--- config.mk ---
export PLATFORM = sky130hd
export DESIGN_NAME = spi_controller_quad
export DESIGN_NICKNAME = d
export VERILOG_FILES = /design/src/rtl/spi_controller_quad.sv
export SDC_FILE = /design/constraint.sdc
export NUM_CORES = 1
export LEC_CHECK = 0
export ABC_AREA = 0
export CELL_PAD_IN_SITES_DETAIL_PLACEMENT = 0
export CELL_PAD_IN_SITES_GLOBAL_PLACEMENT = 1
export CORE_ASPECT_RATIO = 0.8
export CORE_MARGIN = 2
export CORE_UTILIZATION = 39
export DETAILED_ROUTE_END_ITERATION = 8
export PLACE_DENSITY_LB_ADDON = 0.1
export RECOVER_POWER = 100
export REMOVE_ABC_BUFFERS = 1
export SLEW_MARGIN = 40
export SYNTH_ARGS = -nofsm -noshare
export SYNTH_HDL_FRONTEND = slang
export SYNTH_SLANG_ARGS = --single-unit
--- constraint.sdc ---
create_clock -name clk -period 4.55 [get_ports clk]
set_input_delay 1.1375 -clock clk [delete_from_list [all_inputs] [get_ports clk]]
set_output_delay 1.1375 -clock clk [all_outputs]
set_load 0.01 [all_outputs]
--- src/rtl/spi_controller_quad.sv ---
// Quad-lane SPI master (mode 0): one 16-SCK frame per request, opcode/address on lanes 1:0,
// then up to four data bytes in parallel, with read bytes reassembled word-aligned into rdata.
module spi_controller_quad #(
    parameter int unsigned CLK_DIV = 2
) (
    input  logic        clk,
    input  logic        rst,
    input  logic        start,
    input  logic [2:0]  op,
    input  logic [7:0]  byte_addr,
    input  logic [31:0] wdata,
    output logic        busy,
    output logic        done,
    output logic        err,
    output logic [31:0] rdata,
    output logic        CS_N,
    output logic        SCK,
    output logic [3:0]  COPI,
    input  logic [3:0]  CIPO
);

    typedef enum logic [2:0] {
        ST_IDLE  = 3'd0,
        ST_LEAD  = 3'd1,
        ST_HIGH  = 3'd2,
        ST_LOW   = 3'd3,
        ST_TRAIL = 3'd4
    } state_t;

    localparam logic [7:0] DIV_LAST = 8'(CLK_DIV - 32'd1);

    state_t      state_r, state_s;
    logic [7:0]  div_cnt_r, div_cnt_s;
    logic [3:0]  bit_cnt_r, bit_cnt_s;
    logic        last_r, last_s;
    logic [2:0]  op_r, op_s;
    logic [7:0]  addr_r, addr_s;
    logic [31:0] wdata_r, wdata_s;
    logic [31:0] shadow_r, shadow_s;
    logic        cs_n_r, cs_n_s;
    logic        sck_r, sck_s;
    logic [3:0]  copi_r, copi_s;
    logic        busy_r, busy_s;
    logic        done_r, done_s;
    logic        err_r, err_s;
    logic [31:0] rdata_r, rdata_s;
    logic        phase_end_s;

    function automatic logic op_legal(input logic [2:0] f_op);
        return (f_op[1:0] != 2'b11);
    endfunction

    // Lane values for bit slot f_bit; bit slots 0..7 and 8..15 share the MSB-first index ~f_bit[2:0]
    function automatic logic [3:0] copi_bits(input logic [2:0]  f_op,
                                             input logic [7:0]  f_addr,
                                             input logic [31:0] f_wdata,
                                             input logic [3:0]  f_bit);
        logic [2:0] idx;
        logic [7:0] op_byte;
        logic [7:0] lane_byte;
        logic [3:0] lanes;
        idx       = ~f_bit[2:0];
        op_byte   = {5'b00000, f_op};
        lanes     = 4'b0000;
        lane_byte = 8'h00;
        if (!f_bit[3]) begin
            lanes[0] = op_byte[idx];
            lanes[1] = f_addr[idx];
        end else if (f_op[2]) begin
            for (int k = 0; k < 4; k++) begin
                lane_byte = f_wdata[8*k +: 8];
                lanes[k]  = lane_byte[idx];
            end
            case (f_op[1:0])
                2'b00:   lanes[3:1] = 3'b000;
                2'b01:   lanes[3:2] = 2'b00;
                default: lanes      = lanes;
            endcase
        end else begin
            lanes = 4'b0000;
        end
        return lanes;
    endfunction

    // State register and all registered outputs; reset drives the pins idle at once
    always_ff @(posedge clk or posedge rst) begin
        if (rst) begin
            state_r   <= ST_IDLE;
            div_cnt_r <= 8'd0;
            bit_cnt_r <= 4'd0;
            last_r    <= 1'b0;
            op_r      <= 3'd0;
            addr_r    <= 8'd0;
            wdata_r   <= 32'd0;
            shadow_r  <= 32'd0;
            cs_n_r    <= 1'b1;
            sck_r     <= 1'b0;
            copi_r    <= 4'd0;
            busy_r    <= 1'b0;
            done_r    <= 1'b0;
            err_r     <= 1'b0;
            rdata_r   <= 32'd0;
        end else begin
            state_r   <= state_s;
            div_cnt_r <= div_cnt_s;
            bit_cnt_r <= bit_cnt_s;
            last_r    <= last_s;
            op_r      <= op_s;
            addr_r    <= addr_s;
            wdata_r   <= wdata_s;
            shadow_r  <= shadow_s;
            cs_n_r    <= cs_n_s;
            sck_r     <= sck_s;
            copi_r    <= copi_s;
            busy_r    <= busy_s;
            done_r    <= done_s;
            err_r     <= err_s;
            rdata_r   <= rdata_s;
        end
    end

    // Next-state and next-output logic; every non-idle state lasts CLK_DIV cycles
    always_comb begin
        state_s     = state_r;
        bit_cnt_s   = bit_cnt_r;
        last_s      = last_r;
        op_s        = op_r;
        addr_s      = addr_r;
        wdata_s     = wdata_r;
        shadow_s    = shadow_r;
        cs_n_s      = cs_n_r;
        sck_s       = sck_r;
        copi_s      = copi_r;
        busy_s      = busy_r;
        done_s      = 1'b0;
        err_s       = 1'b0;
        rdata_s     = rdata_r;
        phase_end_s = (div_cnt_r == DIV_LAST);

        if (state_r == ST_IDLE) begin
            div_cnt_s = 8'd0;
        end else if (phase_end_s) begin
            div_cnt_s = 8'd0;
        end else begin
            div_cnt_s = div_cnt_r + 8'd1;
        end

        case (state_r)
            ST_IDLE: begin
                if (start) begin
                    op_s    = op;
                    addr_s  = byte_addr;
                    wdata_s = wdata;
                    if (op_legal(op)) begin
                        state_s   = ST_LEAD;
                        cs_n_s    = 1'b0;
                        sck_s     = 1'b0;
                        busy_s    = 1'b1;
                        bit_cnt_s = 4'd0;
                        last_s    = 1'b0;
                        copi_s    = copi_bits(op, byte_addr, wdata, 4'd0);
                    end else begin
                        done_s = 1'b1;
                        err_s  = 1'b1;
                    end
                end else begin
                    state_s = ST_IDLE;
                end
            end
            ST_LEAD: begin
                if (phase_end_s) begin
                    state_s = ST_HIGH;
                    sck_s   = 1'b1;
                end else begin
                    state_s = ST_LEAD;
                end
            end
            ST_HIGH: begin
                if (phase_end_s) begin
                    state_s   = ST_LOW;
                    sck_s     = 1'b0;
                    bit_cnt_s = bit_cnt_r + 4'd1;
                    // After the 16th rise there is no further bit to present
                    if (bit_cnt_r == 4'd15) begin
                        last_s = 1'b1;
                        copi_s = 4'd0;
                    end else begin
                        copi_s = copi_bits(op_r, addr_r, wdata_r, bit_cnt_r + 4'd1);
                    end
                end else begin
                    state_s = ST_HIGH;
                end
            end
            ST_LOW: begin
                if (phase_end_s) begin
                    if (last_r) begin
                        state_s = ST_TRAIL;
                        cs_n_s  = 1'b1;
                        copi_s  = 4'd0;
                    end else begin
                        state_s = ST_HIGH;
                        sck_s   = 1'b1;
                        // Rises 9..16 carry read data, one bit per lane, MSB first
                        if (bit_cnt_r[3]) begin
                            for (int k = 0; k < 4; k++) begin
                                shadow_s[8*k +: 8] = {shadow_r[8*k +: 7], CIPO[k]};
                            end
                        end else begin
                            shadow_s = shadow_r;
                        end
                    end
                end else begin
                    state_s = ST_LOW;
                end
            end
            ST_TRAIL: begin
                if (phase_end_s) begin
                    state_s = ST_IDLE;
                    busy_s  = 1'b0;
                    done_s  = 1'b1;
                    if (!op_r[2]) begin
                        case (op_r[1:0])
                            2'b00:   rdata_s = {24'd0, shadow_r[7:0]};
                            2'b01:   rdata_s = {16'd0, shadow_r[15:0]};
                            default: rdata_s = shadow_r;
                        endcase
                    end else begin
                        rdata_s = rdata_r;
                    end
                end else begin
                    state_s = ST_TRAIL;
                end
            end
            default: begin
                state_s = ST_IDLE;
                cs_n_s  = 1'b1;
                sck_s   = 1'b0;
                copi_s  = 4'd0;
                busy_s  = 1'b0;
            end
        endcase
    end

    assign busy  = busy_r;
    assign done  = done_r;
    assign err   = err_r;
    assign rdata = rdata_r;
    assign CS_N  = cs_n_r;
    assign SCK   = sck_r;
    assign COPI  = copi_r;

endmodule
Word-level counts from Yosys, hierarchy flattened. Cells that the tools add are included.

Register bits: 132. Logic and storage cells: 119.

$add $sub $neg: 2. $lt $le $gt $ge: 1. Eq/ne operators: 18. Muxes and demuxes: 60. Bitwise operators: 7. Reduce and logical (&&, ||, !) cells: 16.

Operators by type and width (count): $pmux W32 S2 (1); $mux W4 (10); $mux W1 (24); $bmux W1 S3 (6); $ne A2 B2 Y1 const B (9); $mux W8 (2); $pmux W4 S4 (1); $mux W3 (5); $pmux W3 S5 (1); $reduce_and A4 Y1 (3); $reduce_and A5 Y1 (2); $add A8 B1 Y8 const B (1); $eq A8 B1 Y1 const B (1); $mux W2 (4); $pmux W4 S2 (1); $reduce_and A7 Y1 (1); $eq A3 B2 Y1 const B (2); $not A1 Y1 (6); $pmux W1 S3 (2); $reduce_and A6 Y1 (1); $reduce_or A3 Y1 (2); $pmux W1 S5 (1); $add A4 B1 Y4 const B (1); $eq A4 B4 Y1 const B (1); other kinds (14) (16).

Logic depth before layout (Yosys ltp). Gate-level depths: netlist of run 1.

Depth in word-level cells: 10. Depth in mapped cells: 9. Mapped depth without buffers: 7.

Worst setup path after synthesis of run 1. Ideal clock, no wire load.

Kind: input -> register. Start: input op[0]. End: register copi_r[0], in the netlist COPI[0]. Data arrival time: 2088 ps. Data required time: 4425 ps. Setup slack: 2338 ps. Stages on the path: 5. Buffers on the path: 0. Path through: a21oi_1 o31ai_1 and2_1 a31oi_2 mux2_2.

Word-level cells in the longest chain between the ends: 3.

RTL lines: from (decl) (RTL line 9) `input logic [2:0] op,`; $ne A2 B2 Y1 (RTL line 50) `return (f_op[1:0] != 2'b11);`; $ne A2 B1 Y1 (no source line); $reduce_and A6 Y1 (no source line); to (signal assigned) (RTL line 114) `copi_r <= copi_s;`; to (decl) (RTL line 42) `logic [3:0] copi_r, copi_s;`.

Every way passes these cells. A chain may end at the register's enable or synchronous reset.

Worst setup path in the final report of run 1.
Start: register div_cnt_r[1]. End: register rdata_r[4], in the netlist rdata[4].

Word-level cells in the longest chain between the ends: 2.

RTL lines: from (decl) (RTL line 33) `logic [7:0] div_cnt_r, div_cnt_s;`; from (signal assigned) (RTL line 105) `div_cnt_r <= div_cnt_s;`; $eq A8 B1 Y1 (RTL line 138) `phase_end_s = (div_cnt_r == DIV_LAST);`; $reduce_and A3 Y1 (no source line); to (signal assigned) (RTL line 118) `rdata_r <= rdata_s;`; to (decl) (RTL line 46) `logic [31:0] rdata_r, rdata_s;`.

Every way passes these cells.

==> results of run 1 <==
worst max-delay path, stage by stage (launching register included):
cell,delay (ps)
dfrtp_1,420
inv_1,70
ha_1,130
nor3b_1,510
nand2_1,330
or3_1,410
clkbuf_1,590
nand2_1,270
nand2_1,70
Yosys cell counts (2+ instances only):
cell	count
mux2i_1	7
a31oi_1	2
xor2_1	5
clkbuf_1	5
or2_2	2
and3_1	3
buf_4	4
and2_1	3
buf_12	3
nand2b_1	3
o21ai_0	11
o31ai_1	2
a21oi_1	6
mux2_4	30
nor3_1	5
nand2_1	92
buf_6	4
mux4_2	8
buf_2	9
ha_1	3
a22o_1	2
xnor2_1	2
nor2b_1	2
mux2_2	48
dfrtp_1	131
inv_1	3
nor2_1	13
nand3_1	38
per-layer routing:
| layer | vias up | wire length (um) |
|---|---|---|
| li1 | 1804 | - |
| met1 | 1842 | 5968 |
| met2 | 62 | 5230 |
| met3 | 15 | 597 |
| met4 | 0 | 136 |
| met5 | - | 0 |
through the flow:
step | std cells | setup WS, ps | setup TNS, ps | total power (W)
after floorplan | 442 | -111.9 | -14660 | 0.002446
after global placement | 725 | 1430 | 0 | 0.002774
after detailed placement | 725 | 1652 | 0 | 0.002808
after CTS | 754 | 1903 | 0 | 0.004071
after global routing | 755 | 1334 | 0 | 0.004243
final | 755 | 1617 | 0 | 0.003984
sequential cells by signal (all words and copies together), names as in the netlist:
register	count
div_cnt_r	8
op_r	3
busy	1
SCK	1
rdata	32
COPI	4
shadow_r	32
bit_cnt_r	4
state_r	3
CS_N	1
last_r	1
wdata_r	32
addr_r	8
err	1
done	1
logic make-up after synthesis:
family | after synthesis | share of synthesized area [%]
xor+xnor | 8 | 1.510
mux | 93 | 21.09
compound gates | 31 | 3.338
simple gates | 172 | 13.63
fa+ha+maj | 3 | 0.6380
buf+inv | 29 | 3.636
flops | 132 | 56.16
report_power, final:
part	leakage [nW]	internal, W	total (W)	switching [W]
combinational	1.48	0.000580	0.00109	0.000510
clock	0.267	0.000771	0.00124	0.000469
sequential	1.73	0.00144	0.00165	0.000218
final timing paths:
path / from / end / slack (ps) / cells past startpoint
max: div_cnt_r[1] / rdata[4] / 1620 / 8
min: rdata[21] / rdata[21] / 460 / 2
max reg2reg: div_cnt_r[1] / rdata[4] / 1620 / 8
min reg2reg: rdata[21] / rdata[21] / 460 / 2
max in group asynchronous: rst / bit_cnt_r[2] / 1830 / 3
min in group asynchronous: rst / done / 1720 / 2
cell type report:
| class | count | area (sq um) |
|---|---|---|
| clock inverter | 4 | 22.52 |
| tap | 189 | 236.5 |
| sequential | 132 | 3304 |
| inverter | 3 | 15.01 |
| multi-input combinational | 307 | 2257 |
| timing repair buffer | 95 | 953.4 |
| clock buffer | 25 | 515.5 |
| fill | 1343 | 7560 |
==> impl_metrics.csv, run 1 <==
group,metric,value,unit
placed_design,dpl_cell_area,6879,sq um
run,cap_violations,2,
clock_tree,clock_path_buffers,2,
final_layout,layout-drive-gt1-share,17.49,%
drt,ant_nets,0,
drt,drt_iter0_drc,207,
synthesis,ys_types,50,
clock_tree,htree_num_levels,4,
final_layout,mostFrequentLayoutCells,"131 x dfrtp_1, 93 x nand2_1, 48 x mux2_2",
global_routing,grt_usage,16.32,%
critical_path,crit_path_start_kind,"flip-flop",
floorplan,io_pins,91,
global_routing,grt_pass1_vias,3949,
synthesis,synth_area_leaders,"dfrtp_1 56%, mux2_2 9.2%, mux2_4 7.7%",
floorplan,initial_core_util,39.59,%
global_routing,use_met1,23.29,%
synthesis,syn_area,5884,sq um
placed_design,dpl.hpwl,7.966,mm
critical_path,crit_required,4850,ps
synthesis,synth-seq-cells,132,
status,failed_checks,"max-capacitance violations, max-slew violations",
critical_path,crit_fanout,32,
floorplan,die_y,113.9,um
clock_tree,post_cts_buffers,0,
drt,wl_per_cell,15.81,um
global_routing,grt_pass1_wl,20.38,mm
drt,drcViolationCount,0,
timing,slew_viol_final,103,
floorplan,dieWidth,141.3,um
global_routing,grt_start_max_net_pins,83,
global_routing,gr-total-overflow,0,
clock_tree,insertion_delay,410,ps
global_routing,grt.busiest_layer,"met2",
timing,whs,457.6,ps
synthesis,seq_area_frac_synth,56.16,%
power,power_per_cell_area,545.4,nW/um^2
global_routing,met3_usage,5.961,%
min_path,hp-class,"reg -> reg",
drt,drt_first_pass_iters,4,
clock_tree,cts_made_buffers,17,
clock_tree,cts_resized,0,
drt,wirelength,11.93,mm
timing,rsz0062_at_grt,"false",
global_routing,grt_antenna_before_repair,0,
final_layout,fin_nets,609,
synthesis,netlist.top_cell.by_area,"dfrtp_1",
drt,via_count,3723,
synthesis,async_reset_ff_share,100.0,%
clock_tree,clkSinkCount,132,
synthesis,syn_inst,468,
floorplan,core,14860,sq um
final_layout,final_common_cell,"dfrtp_1",
synthesis,synth_enable_flop_cells,0,
status,status,"finished, violations left",
synthesis,synth_top_area_share,55.71,%
clock_tree,path_clk_slew,50,ps
floorplan,dieArea,16090,sq um
timing,worst-slew-pin-transition,1766,ps
final_layout,fin_util,49.14,%
timing,relSlewSlack,-17.96,%
critical_path,crit_type,"reg -> reg",
synthesis,syn_avg_cell_area,12.57,sq um
power,p_leak,3.481,nW
final_layout,syn_to_final_growth,24.13,%
final_layout,insertedDiodeCount,0,
timing,min_period,2933,ps
timing,finClkSkew,10.09,ps
synthesis,synth_warnings,0,
global_routing,use_met2,23.37,%
critical_path,end_kind,"flip-flop",
placed_design,port_buffers,90,
final_layout,stdcell_area,7305,sq um
critical_path,arrival,3230,ps
clock_tree,cts_tree,"built",
clock_tree,hold_buffers,0,
placed_design,place_congestion,0.7814,
power,vdd_ir_drop_max,0.3120,mV
clock_tree,cts_root_buffer,"clkbuf_16",
timing,setup_viol,0,
timing,fmax,340.9,MHz
drt,vias_per_cell,4.931,
timing,post-route-period-util,64.47,%
timing,hold_viol_final,0,
floorplan,num_rows,40,
synthesis,synth_flop_cell,"dfrtp_1",
No activity file was read; power rests on OpenSTA's default activity.
==> run 2, diff against run 1 <==
==> constraint.sdc (replaced) <==
create_clock -name clk -period 2.4 [get_ports clk]
set_input_delay 0.6 -clock clk [delete_from_list [all_inputs] [get_ports clk]]
set_output_delay 0.6 -clock clk [all_outputs]
set_load 0.01 [all_outputs]
==> run 2 against run 1 <==
Compared with the run above: the flow now finishes without violations; via count up 2.4%; hold slack improved by 2.6 ps; critical path depth stayed put; wire length up 3.4%; non-clock buffer count up 12; largest cell class unchanged.
==> impl_metrics.csv, run 2 (synthesized netlist as in run 1, its figures left out) <==
group,metric,value,unit
timing,relSlewSlack,37.26,%
final_layout,fin_nets,621,
critical_path,crit_required,2700,ps
drt,via_count,3813,
clock_tree,htree_num_levels,4,
timing,worst-slew-pin-transition,939.1,ps
power,p_leak,3.591,nW
clock_tree,hold_buffers,0,
power,intPower,0.005988,W
run,cap_violations,0,
power,power_per_cell_area,1102,nW/um^2
power,p_sw,0.002386,W
placed_design,place_congestion,0.7953,
final_layout,layout-drive-gt1-share,22.72,%
timing,post-route-period-util,93.26,%
clock_tree,post_cts_buffers,0,
global_routing,gr-total-overflow,0,
global_routing,grt_pass1_vias,4063,
power,p_clk_share,36.8,%
floorplan,die_y,113.9,um
global_routing,grt_start_max_net_pins,43,
timing,setup_ws,161.9,ps
timing,fmax,446.8,MHz
critical_path,crit_fanout,19,
drt,drt_iter0_drc,165,
final_layout,final_common_cell,"dfrtp_1",
global_routing,grt_antenna_before_repair,0,
critical_path,crit_path_start_kind,"flip-flop",
power,seqPwrFrac,36.9,%
final_layout,mostFrequentLayoutCells,"131 x dfrtp_1, 92 x nand2_1, 48 x clkdlybuf4s50_1",
timing,rsz0062_at_grt,"false",
power,p_sw_share,28.50,%
critical_path,end_kind,"flip-flop",
timing,min_period,2238,ps
power,power,0.008375,W
placed_design,post-place-ws,86.45,ps
floorplan,num_rows,40,
clock_tree,clkSinkCount,132,
critical_path,r2r_cells,8,
critical_path,crit_path_end,"shadow_r[1]",
power,combPwrFrac,26.3,%
clock_tree,insertion_delay,420,ps
status,status,"finished, final reports clean",
clock_tree,cts_made_buffers,17,
critical_path,arrival,2540,ps
floorplan,io_pins,91,
drt,vias_per_cell,4.952,
drt,wl_per_cell,16.02,um
timing,slew_viol_final,0,
drt,drcViolationCount,0,
placed_design,port_buffers,90,
drt,wirelength,12.34,mm
critical_path,crit_chain,"inv_1, ha_1, nor3b_4, nand3_4, nor2_2, and3b_2, buf_12, mux2_1",
clock_tree,cts_tree,"built",
final_layout,insertedDiodeCount,0,
critical_path,timing.rr.end,"shadow_r[1]",
critical_path,crit_type,"reg -> reg",
critical_path,rr_startpoint,"div_cnt_r[1]",
floorplan,dieWidth,141.3,um
floorplan,initial_core_util,39.59,%
global_routing,grt_usage,17.02,%
critical_path,crit_path_max_incr_delay,420,ps
drt,drt_first_pass_iters,4,
timing,hold_viol_final,0,
floorplan,core,14860,sq um
critical_path,crit_start,"div_cnt_r[1]",
min_path,hp-class,"reg -> reg",
clock_tree,cts_root_buffer,"clkbuf_16",
timing,finClkSkew,9.570,ps
final_layout,fin_util,51.14,%
critical_path,cpMaxStageDelayCell,"dfrtp_1",
floorplan,dieArea,16090,sq um
clock_tree,path_clk_slew,60,ps
final_layout,syn_to_final_growth,29.19,%
clock_tree,clock_path_buffers,2,
power,vdd_ir_drop_max,0.6041,mV
drt,ant_nets,0,
timing,setup_viol,0,
global_routing,grt_pass1_wl,21.05,mm
critical_path,r2r_slack,160,ps
placed_design,dpl.hpwl,8.469,mm
[run 2: changes by cell type in the layout (fill, tap and decap cells not counted), moves of 2 or more]
cell,before,now
mux2_4,2,19
mux2_1,28,12
bufinv_16,0,7
buf_4,2,7
clkbuf_8,7,2
clkbuf_2,0,3
clkbuf_4,0,3
clkdlybuf4s50_1,46,48
clkinvlp_4,2,4
dlygate4sd3_1,44,42
[run 2: worst min-delay path by stage]
stage / start / endpoint / slack (ps) / depth (start not counted)
after floorplan: shadow_r[7] / rdata[7] / 440 / 2
after global placement: rdata[21] / rdata[21] / 450 / 2
after detailed placement: rdata[31] / rdata[31] / 460 / 2
after CTS: rdata[31] / rdata[31] / 470 / 2
after global routing: rdata[23] / rdata[23] / 480 / 2
final: rdata[23] / rdata[23] / 460 / 2
[run 2: layout make-up]
class | instances | area, sq um
fill | 1312 | 7262
sequential | 132 | 3304
multi-input combinational | 307 | 2320
timing repair buffer | 107 | 1022
clock buffer | 19 | 452.9
clock inverter | 13 | 251.5
tap | 189 | 236.5
inverter | 3 | 15.01
[run 2: critical path: cells and delay by family (launching register included)]
kind,cells,cell delay [ps]
muxes,1,340
and+or+nand+nor,4,930
adders and majority gates,1,130
buffers and inverters,2,300
DFF,1,420
[run 2: routing by layer]
layer  vias to the layer above  global-route usage (%)  wire [um]
met4                         0                   5.600         79
met3                         4                   6.129        701
met1                      1903                   23.52       6183
met5                         -                       0          0
li1                       1831                       -          -
met2                        75                   25.08       5374
[run 2: power by group through the flow]
stage	clock [W]	combinational, W	sequential [W]
after CTS	0.00315	0.00232	0.00310
after global placement	0	0.00228	0.00311
final	0.00308	0.00221	0.00309
after detailed placement	0	0.00230	0.00313
after global routing	0.00327	0.00245	0.00317
after floorplan	0	0.00155	0.00308
[run 2: repair_timing]
action	4_1_cts	5_1_grt
endpoints found under the hold margin	0	0
endpoints found under the setup margin	0	19
resized for setup	0	1
[run 2: stage by stage]
step / instance area [sq um] / cells / hold slack (ps) / TNS, ps
2_1_floorplan: 5682 / 442 / 438.9 / -242690
3_3_place_gp: 7023 / 738 / 450.9 / 0
3_5_place_dp: 7023 / 738 / 459.8 / 0
4_1_cts: 7727 / 770 / 474.0 / 0
5_1_grt: 7602 / 770 / 481.8 / 0
6_report: 7602 / 770 / 460.1 / 0
==> run 3, diff against run 2 <==
--- a/config.mk
+++ b/config.mk
@@ -11,6 +11,7 @@
 export CORE_ASPECT_RATIO = 0.8
 export CORE_MARGIN = 2
 export CORE_UTILIZATION = 39
+export CTS_CLUSTER_SIZE = 20
 export DETAILED_ROUTE_END_ITERATION = 8
 export PLACE_DENSITY_LB_ADDON = 0.1
 export RECOVER_POWER = 100
==> results of run 3 <==
Final layout, timing and power as in run 2 (identical DEF).
